**config.mk**
```make
export PLATFORM = sky130hd
export DESIGN_NAME = mem_copy_engine_flat
export DESIGN_NICKNAME = d
export VERILOG_FILES = /design/src/rtl/mem_copy_engine_if.sv /design/src/rtl/mem_copy_engine.sv /design/src/flat_wrapper.sv
export SDC_FILE = /design/constraint.sdc
export NUM_CORES = 1
export LEC_CHECK = 0
export BUFFER_PORTS_ARGS = -buffer_cell sky130_fd_sc_hd__buf_2
export CAP_MARGIN = 0
export CORE_MARGIN = 2
export CORE_UTILIZATION = 63
export CTS_BUF_LIST = sky130_fd_sc_hd__clkbuf_8
export DETAILED_ROUTE_END_ITERATION = 12
export GPL_TIMING_DRIVEN = 0
export PLACE_DENSITY_LB_ADDON = 0.05
export SETUP_SLACK_MARGIN = 0.2
export SLEW_MARGIN = 20
export SYNTH_ARGS = -nofsm -noshare
export SYNTH_HDL_FRONTEND = slang
export SYNTH_SLANG_ARGS = --single-unit
```
**constraint.sdc**
```tcl
create_clock -name clk -period 14.45 [get_ports clk]
set_clock_uncertainty 0.1 [all_clocks]
set_input_delay 2.89 -clock clk [delete_from_list [all_inputs] [get_ports clk]]
set_output_delay 2.89 -clock clk [all_outputs]
set_load 0.02 [all_outputs]
```
**src/rtl/mem_copy_engine_if.sv**
```systemverilog
// Bus bundle between the copy engine, its requester and the shared data-memory port.
interface mem_copy_engine_if #(
    parameter int unsigned DATA_W = 32,
    parameter int unsigned ADDR_W = 32,
    parameter int unsigned LEN_W  = 11
);
    // request side
    logic              start;
    logic [ADDR_W-1:0] src_addr;
    logic [ADDR_W-1:0] dst_addr;
    logic [LEN_W-1:0]  length;
    logic              fill_en;
    logic [DATA_W-1:0] fill_value;
    logic              busy;
    logic              done;
    logic              err;

    // data-memory side
    logic              mem_read;
    logic              mem_write;
    logic [ADDR_W-1:0] mem_address;
    logic [DATA_W-1:0] mem_write_data;
    logic [DATA_W-1:0] mem_read_data;

    // engine view
    modport master (
        input  start, src_addr, dst_addr, length, fill_en, fill_value, mem_read_data,
        output busy, done, err, mem_read, mem_write, mem_address, mem_write_data
    );

    // requester / memory view
    modport slave (
        output start, src_addr, dst_addr, length, fill_en, fill_value, mem_read_data,
        input  busy, done, err, mem_read, mem_write, mem_address, mem_write_data
    );
endinterface

```
**src/rtl/mem_copy_engine.sv**
```systemverilog
// Block-transfer initiator: copies a run of words from src to dst, or fills dst with a
// constant, by driving the same data-memory port a CPU MEM stage uses.
// Moore machine: 2 cycles per copied word (read then write), 1 cycle per filled word.
// All outputs are flops loaded from the next-state decode, so each output reflects the
// state of the current cycle and clears asynchronously on reset.
module mem_copy_engine #(
    parameter int unsigned DATA_W    = 32,
    parameter int unsigned ADDR_W    = 32,
    parameter int unsigned LEN_W     = 11,
    parameter int unsigned MEM_DEPTH = 1024
) (
    input  logic clk,
    input  logic rst,
    mem_copy_engine_if.master bus
);

    localparam int unsigned EXT_W = ADDR_W + 1;

    typedef enum logic [1:0] {
        S_IDLE  = 2'd0,
        S_READ  = 2'd1,
        S_WRITE = 2'd2,
        S_DONE  = 2'd3
    } state_t;

    state_t            state, state_nxt;

    logic [ADDR_W-1:0] src_ptr, src_ptr_nxt;
    logic [ADDR_W-1:0] dst_ptr, dst_ptr_nxt;
    logic [LEN_W-1:0]  remaining, remaining_nxt;
    logic [DATA_W-1:0] buffer, buffer_nxt;
    logic              fill_en_q, fill_en_nxt;
    logic [DATA_W-1:0] fill_value_q, fill_value_nxt;
    logic              range_err_q, range_err_nxt;

    logic              busy_q, busy_nxt;
    logic              done_q, done_nxt;
    logic              err_q, err_nxt;
    logic              mem_read_q, mem_read_nxt;
    logic              mem_write_q, mem_write_nxt;
    logic [ADDR_W-1:0] mem_address_q, mem_address_nxt;
    logic [DATA_W-1:0] mem_write_data_q, mem_write_data_nxt;

    logic [EXT_W-1:0]  src_end_c;
    logic [EXT_W-1:0]  dst_end_c;
    logic              range_err_c;

    // One-past-last address of each range, one bit wider so the sum cannot wrap
    assign src_end_c   = EXT_W'(bus.src_addr) + EXT_W'(bus.length);
    assign dst_end_c   = EXT_W'(bus.dst_addr) + EXT_W'(bus.length);
    assign range_err_c = (dst_end_c > EXT_W'(MEM_DEPTH)) ||
                         (!bus.fill_en && (src_end_c > EXT_W'(MEM_DEPTH)));

    // State, datapath and output registers
    always_ff @(posedge clk or posedge rst) begin
        if (rst) begin
            state            <= S_IDLE;
            src_ptr          <= '0;
            dst_ptr          <= '0;
            remaining        <= '0;
            buffer           <= '0;
            fill_en_q        <= 1'b0;
            fill_value_q     <= '0;
            range_err_q      <= 1'b0;
            busy_q           <= 1'b0;
            done_q           <= 1'b0;
            err_q            <= 1'b0;
            mem_read_q       <= 1'b0;
            mem_write_q      <= 1'b0;
            mem_address_q    <= '0;
            mem_write_data_q <= '0;
        end else begin
            state            <= state_nxt;
            src_ptr          <= src_ptr_nxt;
            dst_ptr          <= dst_ptr_nxt;
            remaining        <= remaining_nxt;
            buffer           <= buffer_nxt;
            fill_en_q        <= fill_en_nxt;
            fill_value_q     <= fill_value_nxt;
            range_err_q      <= range_err_nxt;
            busy_q           <= busy_nxt;
            done_q           <= done_nxt;
            err_q            <= err_nxt;
            mem_read_q       <= mem_read_nxt;
            mem_write_q      <= mem_write_nxt;
            mem_address_q    <= mem_address_nxt;
            mem_write_data_q <= mem_write_data_nxt;
        end
    end

    // Next-state, datapath update and next-cycle output decode
    always_comb begin
        state_nxt          = state;
        src_ptr_nxt        = src_ptr;
        dst_ptr_nxt        = dst_ptr;
        remaining_nxt      = remaining;
        buffer_nxt         = buffer;
        fill_en_nxt        = fill_en_q;
        fill_value_nxt     = fill_value_q;
        range_err_nxt      = range_err_q;
        busy_nxt           = 1'b0;
        done_nxt           = 1'b0;
        err_nxt            = 1'b0;
        mem_read_nxt       = 1'b0;
        mem_write_nxt      = 1'b0;
        mem_address_nxt    = '0;
        mem_write_data_nxt = '0;

        unique case (state)
            S_IDLE: begin
                if (bus.start) begin
                    src_ptr_nxt    = bus.src_addr;
                    dst_ptr_nxt    = bus.dst_addr;
                    remaining_nxt  = bus.length;
                    fill_en_nxt    = bus.fill_en;
                    fill_value_nxt = bus.fill_value;
                    range_err_nxt  = range_err_c;
                    if (range_err_c || (bus.length == '0)) begin
                        state_nxt = S_DONE;
                    end else if (bus.fill_en) begin
                        state_nxt = S_WRITE;
                    end else begin
                        state_nxt = S_READ;
                    end
                end
            end
            S_READ: begin
                buffer_nxt  = bus.mem_read_data;
                src_ptr_nxt = src_ptr + ADDR_W'(1);
                state_nxt   = S_WRITE;
            end
            S_WRITE: begin
                dst_ptr_nxt   = dst_ptr + ADDR_W'(1);
                remaining_nxt = remaining - LEN_W'(1);
                if (remaining == LEN_W'(1)) begin
                    state_nxt = S_DONE;
                end else if (fill_en_q) begin
                    state_nxt = S_WRITE;
                end else begin
                    state_nxt = S_READ;
                end
            end
            S_DONE: begin
                range_err_nxt = 1'b0;
                state_nxt     = S_IDLE;
            end
            default: state_nxt = S_IDLE;
        endcase

        // Output values for the cycle the machine is about to enter
        unique case (state_nxt)
            S_READ: begin
                busy_nxt        = 1'b1;
                mem_read_nxt    = 1'b1;
                mem_address_nxt = src_ptr_nxt;
            end
            S_WRITE: begin
                busy_nxt           = 1'b1;
                mem_write_nxt      = 1'b1;
                mem_address_nxt    = dst_ptr_nxt;
                mem_write_data_nxt = fill_en_nxt ? fill_value_nxt : buffer_nxt;
            end
            S_DONE: begin
                done_nxt = 1'b1;
                err_nxt  = range_err_nxt;
            end
            default: begin
            end
        endcase
    end

    assign bus.busy           = busy_q;
    assign bus.done           = done_q;
    assign bus.err            = err_q;
    assign bus.mem_read       = mem_read_q;
    assign bus.mem_write      = mem_write_q;
    assign bus.mem_address    = mem_address_q;
    assign bus.mem_write_data = mem_write_data_q;

endmodule

```
**src/flat_wrapper.sv**
```systemverilog
// flat-port wrapper written by rule: the top's interface ports become plain ports
module mem_copy_engine_flat 
#(
    parameter int unsigned DATA_W    = 32,
    parameter int unsigned ADDR_W    = 32,
    parameter int unsigned LEN_W     = 11,
    parameter int unsigned MEM_DEPTH = 1024
)
  (clk, rst, bus_start, bus_src_addr, bus_dst_addr, bus_length, bus_fill_en, bus_fill_value, bus_mem_read_data, bus_busy, bus_done, bus_err, bus_mem_read, bus_mem_write, bus_mem_address, bus_mem_write_data);
  mem_copy_engine_if #(.DATA_W(DATA_W), .ADDR_W(ADDR_W), .LEN_W(LEN_W)) bus_i ();
  input  logic clk;
  input  logic rst;
  input wire logic [$bits(bus_i.start)-1:0] bus_start;
  input wire logic [$bits(bus_i.src_addr)-1:0] bus_src_addr;
  input wire logic [$bits(bus_i.dst_addr)-1:0] bus_dst_addr;
  input wire logic [$bits(bus_i.length)-1:0] bus_length;
  input wire logic [$bits(bus_i.fill_en)-1:0] bus_fill_en;
  input wire logic [$bits(bus_i.fill_value)-1:0] bus_fill_value;
  input wire logic [$bits(bus_i.mem_read_data)-1:0] bus_mem_read_data;
  output wire logic [$bits(bus_i.busy)-1:0] bus_busy;
  output wire logic [$bits(bus_i.done)-1:0] bus_done;
  output wire logic [$bits(bus_i.err)-1:0] bus_err;
  output wire logic [$bits(bus_i.mem_read)-1:0] bus_mem_read;
  output wire logic [$bits(bus_i.mem_write)-1:0] bus_mem_write;
  output wire logic [$bits(bus_i.mem_address)-1:0] bus_mem_address;
  output wire logic [$bits(bus_i.mem_write_data)-1:0] bus_mem_write_data;
  assign bus_i.start = bus_start;
  assign bus_i.src_addr = bus_src_addr;
  assign bus_i.dst_addr = bus_dst_addr;
  assign bus_i.length = bus_length;
  assign bus_i.fill_en = bus_fill_en;
  assign bus_i.fill_value = bus_fill_value;
  assign bus_i.mem_read_data = bus_mem_read_data;
  assign bus_busy = bus_i.busy;
  assign bus_done = bus_i.done;
  assign bus_err = bus_i.err;
  assign bus_mem_read = bus_i.mem_read;
  assign bus_mem_write = bus_i.mem_write;
  assign bus_mem_address = bus_i.mem_address;
  assign bus_mem_write_data = bus_i.mem_write_data;
  mem_copy_engine #(.DATA_W(DATA_W), .ADDR_W(ADDR_W), .LEN_W(LEN_W), .MEM_DEPTH(MEM_DEPTH)) u_core (.clk(clk), .rst(rst), .bus(bus_i));
endmodule
```
* Yosys cells after proc, flatten, opt, wreduce, memory -nomap -nowiden
Cells that the tools add are included.
** Cells by class
- Add/subtract/negate cells :: 5
- Magnitude comparators :: 2
- Equality and inequality tests :: 8
- Multiplexer cells :: 27
- Reduce and logical (&&, ||, !) cells :: 9
** Operators by type and width (count)
- 2-to-1 mux 32 bit :: 7
- one-hot mux 32 bit (2 select lines) :: 3
- adder 32 x 11 -> 33 bit :: 2
- greater-than comparator 33 x 11 -> 1 bit (second input constant) :: 2
- adder 32 x 1 -> 32 bit (second input constant) :: 2
- one-hot mux 11 bit (2 select lines) :: 1
- == test 11 x 1 -> 1 bit (second input constant) :: 1
- zero test 11 bit :: 1
- 2-to-1 mux 11 bit :: 1
- subtractor 11 x 1 -> 11 bit (second input constant) :: 1
- 2-to-1 mux 2 bit :: 5
- == test 2 bit (second input constant) :: 4
- 2-to-1 mux 1 bit :: 8
- one-hot mux 2 bit (4 select lines) :: 1
- == test 2 x 1 -> 1 bit (second input constant) :: 2
- zero test 2 bit :: 1
- logical OR 1 bit :: 2
- inequality test 2 bit (second input constant) :: 1
- one-hot mux 1 bit (2 select lines) :: 1
- AND reduction 2 bit :: 1
- nonzero test 2 bit :: 1
- OR reduction 2 bit :: 1
- logical AND 1 bit :: 1
- zero test 1 bit :: 1
** Storage, ports and cells
- Register bits :: 212
- Input bits :: 143
- Logic and storage cells :: 66

* Logic depth before layout (Yosys ltp)
Gate-level depths: netlist of the first run.
- Word-level depth :: 11
- Gate-level depth with buffers :: 17
- Mapped depth without buffers :: 15

* Worst setup path before layout of the first run
Ideal clock, no wire load.
- Kind :: input port to flip-flop
- Start point :: in bus_length[0]
- End point :: reg u_core.mem_address_q[21], in the netlist u_core.bus.mem_address[21]
- Data arrival time :: 6.625 ns
- Required time :: 14.271 ns
- Setup slack :: 7.646 ns
- Cell stages on the path :: 17
- Buffers on the path :: 2
- Cells stage by stage :: ha_1 -> fa_1 -> a21oi_1 -> o221ai_2 -> a221oi_4 -> nor2_2 -> or3_1 -> a2111o_1 -> nor4_2 -> nand2_1 -> o41ai_1 -> ha_1 -> clkbuf_1 -> clkbuf_1 -> nand2_1 -> inv_1 -> o2bb2ai_1
** On the way
- Longest elaborated chain between the ends :: 10
- Elaborated cells between the ends (all ways) :: 14
** Ends and longest elaborated chain
- start, declared :: RTL line flat_wrapper.sv:16 : input wire logic [$bits(bus_i.length)-1:0] bus_length;
- adder 32 x 11 -> 33 bit :: RTL line mem_copy_engine.sv:49 : assign src_end_c = EXT_W'(bus.src_addr) + EXT_W'(bus.length);
- greater-than comparator 33 x 11 -> 1 bit :: RTL line mem_copy_engine.sv:52 : (!bus.fill_en && (src_end_c > EXT_W'(MEM_DEPTH)));
- logical AND 1 bit :: RTL line mem_copy_engine.sv:52
- logical OR 1 bit :: RTL line mem_copy_engine.sv:51 : assign range_err_c = (dst_end_c > EXT_W'(MEM_DEPTH)) ||
- logical OR 1 bit (*) :: RTL line mem_copy_engine.sv:118 : if (range_err_c || (bus.length == '0)) begin
- 2-to-1 mux 2 bit (*) :: RTL line mem_copy_engine.sv:118
- 2-to-1 mux 2 bit (*) :: RTL line mem_copy_engine.sv:111 : if (bus.start) begin
- one-hot mux 2 bit (4 select lines) (*) :: RTL line mem_copy_engine.sv:109 : unique case (state)
- == test 2 bit or == test 2 x 1 -> 1 bit (tied branches) :: RTL line mem_copy_engine.sv:151 : unique case (state_nxt)
- one-hot mux 32 bit (2 select lines) (*) :: RTL line mem_copy_engine.sv:151
- named net u_core.mem_address_nxt[21] :: RTL line mem_copy_engine.sv:41 : logic [ADDR_W-1:0] mem_address_q, mem_address_nxt;
- end signal, assigned :: RTL line mem_copy_engine.sv:86 : mem_address_q <= mem_address_nxt;
- end, declared :: RTL line mem_copy_engine.sv:41
Mark *: on every way through the listed nets, which the timed path passes. The rest lies on a longest branch.
A chain may end at the register's enable or synchronous reset.

* Worst setup path in the final report of the first run
- Start point :: in bus_length[0]
- End point :: reg u_core.mem_address_q[19], in the netlist u_core.bus.mem_address[19]
Same word-level chain as after synthesis.

==> results.json, run 1 <==
{
  "outcome": "finished clean",
  "antenna_found_initial": 0,
  "dr.pass1.iters": 6,
  "route.detailed.drc": 0,
  "grt_start_max_net_pins": 101,
  "min_period_ps": 7710,
  "cp-start-kind": "input pin",
  "critPathArrivalTime_ps": 8050,
  "die-area_mm2": 0.0210,
  "cts_buffer_depth": 3,
  "register_area_mm2": 0.00531,
  "fmax_mhz": 130,
  "synthToLayoutAreaGrowth_pct": 17.4,
  "leakage_uw": 0.00665,
  "synth_nets": 1496,
  "worstPathRequired_ps": 14790,
  "cap_violations": 0,
  "antenna_cells": 0,
  "die_height_um": 145,
  "pre_cts_ws_ps": 6340,
  "synthArstFlopShare": 1.00,
  "clock-sinks": 212,
  "yosysSeqAreaShare": 0.425,
  "core_mm2": 0.0195,
  "postRouteAntennaNets": 0,
  "synth_warnings": 0,
  "cp_max_fo": 10,
  "track_usage": 0.357,
  "tightest_slew_ps": 942,
  "synth_area_per_cell_um2": 9.47,
  "core.rowCount": 51,
  "gp_congestion": 0.938,
  "portBuffers": 201,
  "start_util": 0.642,
  "grt_pass1_wl_um": 58100,
  "nets": 1738,
  "mostFrequentLayoutCells": "dfrtp_1, buf_2, nand2_1",
  "setup_viol_count_final": 0,
  "clk_pin_slew_worst_paths_ps": 60,
  "slew_headroom": 0.372,
  "htreeDepth": 2,
  "drive_gt1_frac": 0.201,
  "hold_class": "reg -> reg",
  "final_cell_area_mm2": 0.0147,
  "dp_hpwl_um": 27800,
  "cts_hold_buf": 0,
  "rsz0062_at_grt": "false",
  "drt_iter0_drc": 992,
  "crit_path_end_kind": "flop",
  "syn-instance-count": 1319,
  "powerDensity_mw_per_mm2": 213,
  "numCtsBuffers": 37,
  "min_path_cells": 2,
  "grt.overflow.total": 0,
  "synth_seq_cells": 212,
  "netlist_area_mm2": 0.0125,
  "avgRoutedWirePerCell_um": 20.1,
  "wl_um": 37400,
  "setup_slack_ps": 6740,
  "grt_pass1_vias": 11200,
  "placed_cell_area_mm2": 0.0139,
  "synth_edf_count": 0,
  "io_pins": 212,
  "drv_slew": 0,
  "cts_resized": 0,
  "setup_tns_ps": 0,
  "min_period_over_period": 0.534,
  "hold_viol_final": 0,
  "critPathKind": "in -> reg",
  "synthFlopType": "dfrtp_1",
  "cts_tree": "yes",
  "multiInputGateArea_mm2": 0.00677,
  "clock_latency_ps": 540,
  "ir_drop_mv": 0.138,
  "die_w_um": 145,
  "power_uw": 3120,
  "viasPerCell": 6.19,
  "postCtsSetupRepairBufs": 0,
  "synth_cell_type_count": 82,
  "vias": 11500,
  "final_common_cell": "dfrtp_1",
  "reg2regPathDepth": 14,
  "fill_cells": 1442,
  "cts-root-buf": "clkbuf_8"
}
## flip-flops by register name, indices dropped and copies added (netlist names), 2 cells and up
| signal | flops |
|---|---|
| u_core.bus.mem_write_data | 32 |
| u_core.buffer | 32 |
| u_core.dst_ptr | 32 |
| u_core.fill_value_q | 32 |
| u_core.state | 2 |
| u_core.src_ptr | 32 |
| u_core.remaining | 11 |
| u_core.bus.mem_address | 32 |
## power breakdown
group	internal (uW)	total (uW)	switching [uW]
sequential	855	1030	176
combinational	570	1520	952
clock	309	566	257
total	1730	3120	1380
## cells in the mapped netlist, types with 6 or more instances
library cell	number	area share
a21oi_1	41	0.016
o211ai_1	6	0.0036
inv_1	38	0.011
mux2i_1	72	0.058
a211oi_1	8	0.0048
nand3_1	51	0.020
a222oi_1	7	0.0056
ha_1	32	0.032
nand4_1	19	0.0095
xnor2_1	42	0.029
o31a_1	6	0.0042
buf_1	18	0.0054
mux2_2	33	0.030
dfrtp_1	212	0.42
xor2_1	30	0.021
nand2_1	180	0.054
or3_1	12	0.0060
nor4_1	14	0.0070
o2bb2ai_1	7	0.0049
a21o_1	6	0.0036
o221ai_1	26	0.018
clkbuf_1	46	0.014
and3_1	18	0.0090
a31oi_1	13	0.0065
nor2_1	57	0.017
o21ai_0	71	0.028
a22oi_1	55	0.033
nor3_1	22	0.0088
nand2b_1	9	0.0045
nor2b_1	62	0.031
## metal layers
| layer | GRT usage | vias up | routed length (um) |
|---|---|---|---|
| li1 | - | 5300 | - |
| met1 | 0.458 | 5511 | 15100 |
| met2 | 0.572 | 570 | 17200 |
| met3 | 0.0958 | 102 | 3450 |
| met4 | 0.158 | 0 | 1610 |
| met5 | 0 | - | 0 |
## area by class of cell
| type | count | area share |
|---|---|---|
| inverter | 39 | 0.0105 |
| sequential | 212 | 0.362 |
| clock buffer | 46 | 0.0432 |
| buffer | 70 | 0.0186 |
| multi-input combinational | 998 | 0.462 |
| tap | 265 | 0.0226 |
| timing repair buffer | 203 | 0.0724 |
| clock inverter | 22 | 0.00922 |
## per-stage QoR
stage,std cells,hold slack (ps),utilization
6_report,1855,374,0.753
5_1_grt,1855,392,0.753
4_1_cts,1855,376,0.753
3_5_place_dp,1787,361,0.714
3_3_place_gp,1785,355,0.710
2_1_floorplan,1319,340,-
## worst max-delay path, stage by stage
cell       delay, ps
buf_2            160
ha_1             240
fa_1             420
a21oi_1          200
o221ai_2         200
a221oi_4         430
nor2_2            80
or3_1            320
a2111o_1         420
nor4_2           500
nand2_1          150
o41ai_1          350
ha_1             330
clkbuf_1         360
clkbuf_1         480
nand2_1           90
inv_1            210
o2bb2ai_1        190
## cell families (layout without fill, tap and decap cells)
| kind of cell | after synthesis | in the layout | share of synthesized area |
|---|---|---|---|
| AND/OR/NAND/NOR | 480 | 480 | 0.192 |
| AO/OA/AOI/OAI | 306 | 306 | 0.175 |
| flip-flops | 212 | 212 | 0.425 |
| buffers and inverters | 109 | 380 | 0.0336 |
| multiplexers | 106 | 106 | 0.0884 |
| XOR/XNOR | 72 | 72 | 0.0505 |
| adder cells (fa/ha/maj) | 34 | 34 | 0.0353 |
## worst paths after layout
kind | startpoint | endpoint | slack [ps]
setup / recovery | bus_length[0] | u_core.bus.mem_address[19] | 6740
hold / removal | u_core.fill_value_q[28] | u_core.fill_value_q[28] | 370
setup reg to reg | u_core.state[1] | u_core.bus.mem_address[19] | 10290
hold reg to reg | u_core.fill_value_q[28] | u_core.fill_value_q[28] | 370
max in group asynchronous | rst | u_core.bus.mem_address[15] | 11270
min in group asynchronous | rst | u_core.buffer[16] | 2210
No activity file was read; power rests on OpenSTA's default activity.
==> inputs of run 2 (changes only) <==
- CORE_UTILIZATION: 63 -> 53
- clock period: 14.45 -> 6.9 ns (I/O delays scaled with it)
==> results.json, run 2 (same netlist as run 1, synthesis figures left out) <==
{
  "postCtsSetupRepairBufs": 0,
  "cpMaxStageDelayCell": "nor4_2",
  "clock-sinks": 212,
  "min_period_ps": 6230,
  "grt_pass1_wl_um": 59300,
  "drt_iter0_drc": 935,
  "core_mm2": 0.0233,
  "htreeDepth": 2,
  "max_stage_delay_ps": 590,
  "critPathArrivalTime_ps": 6580,
  "slew_headroom": 0.336,
  "setup_viol_count_final": 0,
  "min_period_over_period": 0.904,
  "grt.overflow.total": 0,
  "avgRoutedWirePerCell_um": 20.0,
  "vias": 11200,
  "die-area_mm2": 0.0248,
  "cap_violations": 0,
  "viasPerCell": 5.89,
  "cts_tree": "yes",
  "grt_start_max_net_pins": 36,
  "fmax_mhz": 160,
  "clock_latency_ps": 550,
  "cp-start-kind": "input pin",
  "setup_tns_ps": 0,
  "dr.pass1.iters": 6,
  "synthToLayoutAreaGrowth_pct": 18.3,
  "antenna_found_initial": 0,
  "outcome": "finished clean",
  "min_path_cells": 2,
  "track_usage": 0.308,
  "gp_congestion": 0.929,
  "start_util": 0.535,
  "die_w_um": 158,
  "numCtsBuffers": 36,
  "cp_max_fo": 10,
  "wl_um": 38200,
  "hold_class": "reg -> reg",
  "dp_hpwl_um": 28700,
  "crit_path_end_kind": "flop",
  "drive_gt1_frac": 0.201,
  "clk_pin_slew_worst_paths_ps": 60,
  "hold_viol_final": 0,
  "ir_drop_mv": 0.223,
  "worstPathRequired_ps": 7250,
  "core.rowCount": 56,
  "cts_buffer_depth": 3,
  "leakage_uw": 0.00666,
  "tightest_slew_ps": 997,
  "final_common_cell": "dfrtp_1",
  "whs_ps": 371,
  "powerDensity_mw_per_mm2": 441,
  "portBuffers": 201,
  "route.detailed.drc": 0,
  "power_uw": 6510,
  "mostFrequentLayoutCells": "dfrtp_1, buf_2, nand2_1",
  "cts_resized": 0,
  "die_height_um": 158,
  "nets": 1742,
  "cts-root-buf": "clkbuf_8",
  "io_pins": 212,
  "grt_pass1_vias": 10900,
  "rsz0062_at_grt": "false",
  "drv_slew": 0,
  "reg2regPathDepth": 14,
  "cts_hold_buf": 0,
  "critPathKind": "in -> reg",
  "path_cells": "buf_2 -> ha_1 -> fa_1 -> a21oi_1 -> o221ai_2 -> a221oi_4 -> nor2_2 -> or3_1 -> a2111o_1 -> nor4_2 -> nand2_1 -> o41ai_1 -> ha_1 -> clkbuf_1 -> clkbuf_1 -> nand2_1 -> inv_1 -> o2bb2ai_1",
  "postRouteAntennaNets": 0
}
[run 2: cell count changes in the layout (fill, tap and decap cells not counted)]
cell | before | now
buf_12 | 0 | 7
buf_16 | 2 | 0
bufinv_16 | 1 | 2
clkbuf_8 | 46 | 42
clkinv_2 | 5 | 4
clkinv_8 | 0 | 1
clkinvlp_4 | 2 | 3
diode_2 | 0 | 1
inv_6 | 1 | 0
inv_8 | 2 | 0
[run 2: layer usage]
metal,share of wire,global-route usage,routed length [um],up-vias
met5,0,0,0,-
met4,0.035,0.118,1330,0
met3,0.079,0.0688,3010,80
met2,0.46,0.492,17500,469
met1,0.43,0.409,16400,5378
li1,-,-,-,5314
[run 2: metrics by stage]
stage	worst slack [ps]	instances	utilization	cell area [um^2]
5_1_grt	534	1909	0.633	14800
4_1_cts	788	1909	0.633	14800
3_3_place_gp	289	1839	0.596	13900
6_report	665	1910	0.633	14800
2_1_floorplan	1610	1319	-	12500
3_5_place_dp	226	1846	0.602	14000
[run 2: area by class of cell]
type / instances / area (um^2)
well taps: 319 / 399
plain buffers: 70 / 273
inverters: 39 / 150
fillers: 2073 / 8560
clock inverters: 21 / 156
repair buffers: 208 / 1150
clock buffers: 42 / 578
flip-flops and latches: 212 / 5310
multi-input cells: 998 / 6770
diodes: 1 / 2.50
[run 2: worst paths after layout]
kind	from	endpoint	slack [ps]
worst min-delay path	u_core.fill_value_q[19]	u_core.fill_value_q[19]	370
max in group asynchronous	rst	u_core.bus.mem_address[18]	5070
worst max-delay path	bus_length[0]	u_core.bus.mem_address[19]	670
worst max register to register	u_core.state[1]	u_core.bus.mem_address[19]	2840
min in group asynchronous	rst	u_core.bus.mem_write_data[25]	710
worst min register to register	u_core.fill_value_q[19]	u_core.fill_value_q[19]	370
[run 2: report_power, final]
group | internal [uW] | total, uW | switching [uW] | leakage, uW
Combinational | 1200 | 3190 | 1990 | 0.00359
Sequential | 1790 | 2150 | 364 | 0.00265
Clock | 633 | 1170 | 533 | 0.000417
[run 2: worst max-delay path, delay by kind of cell]
kind,cells,cell delay (ps)
buffers and inverters,4,1240
AND/OR/NAND/NOR,5,1240
adder cells (fa/ha/maj),3,990
AO/OA/AOI/OAI,6,1730
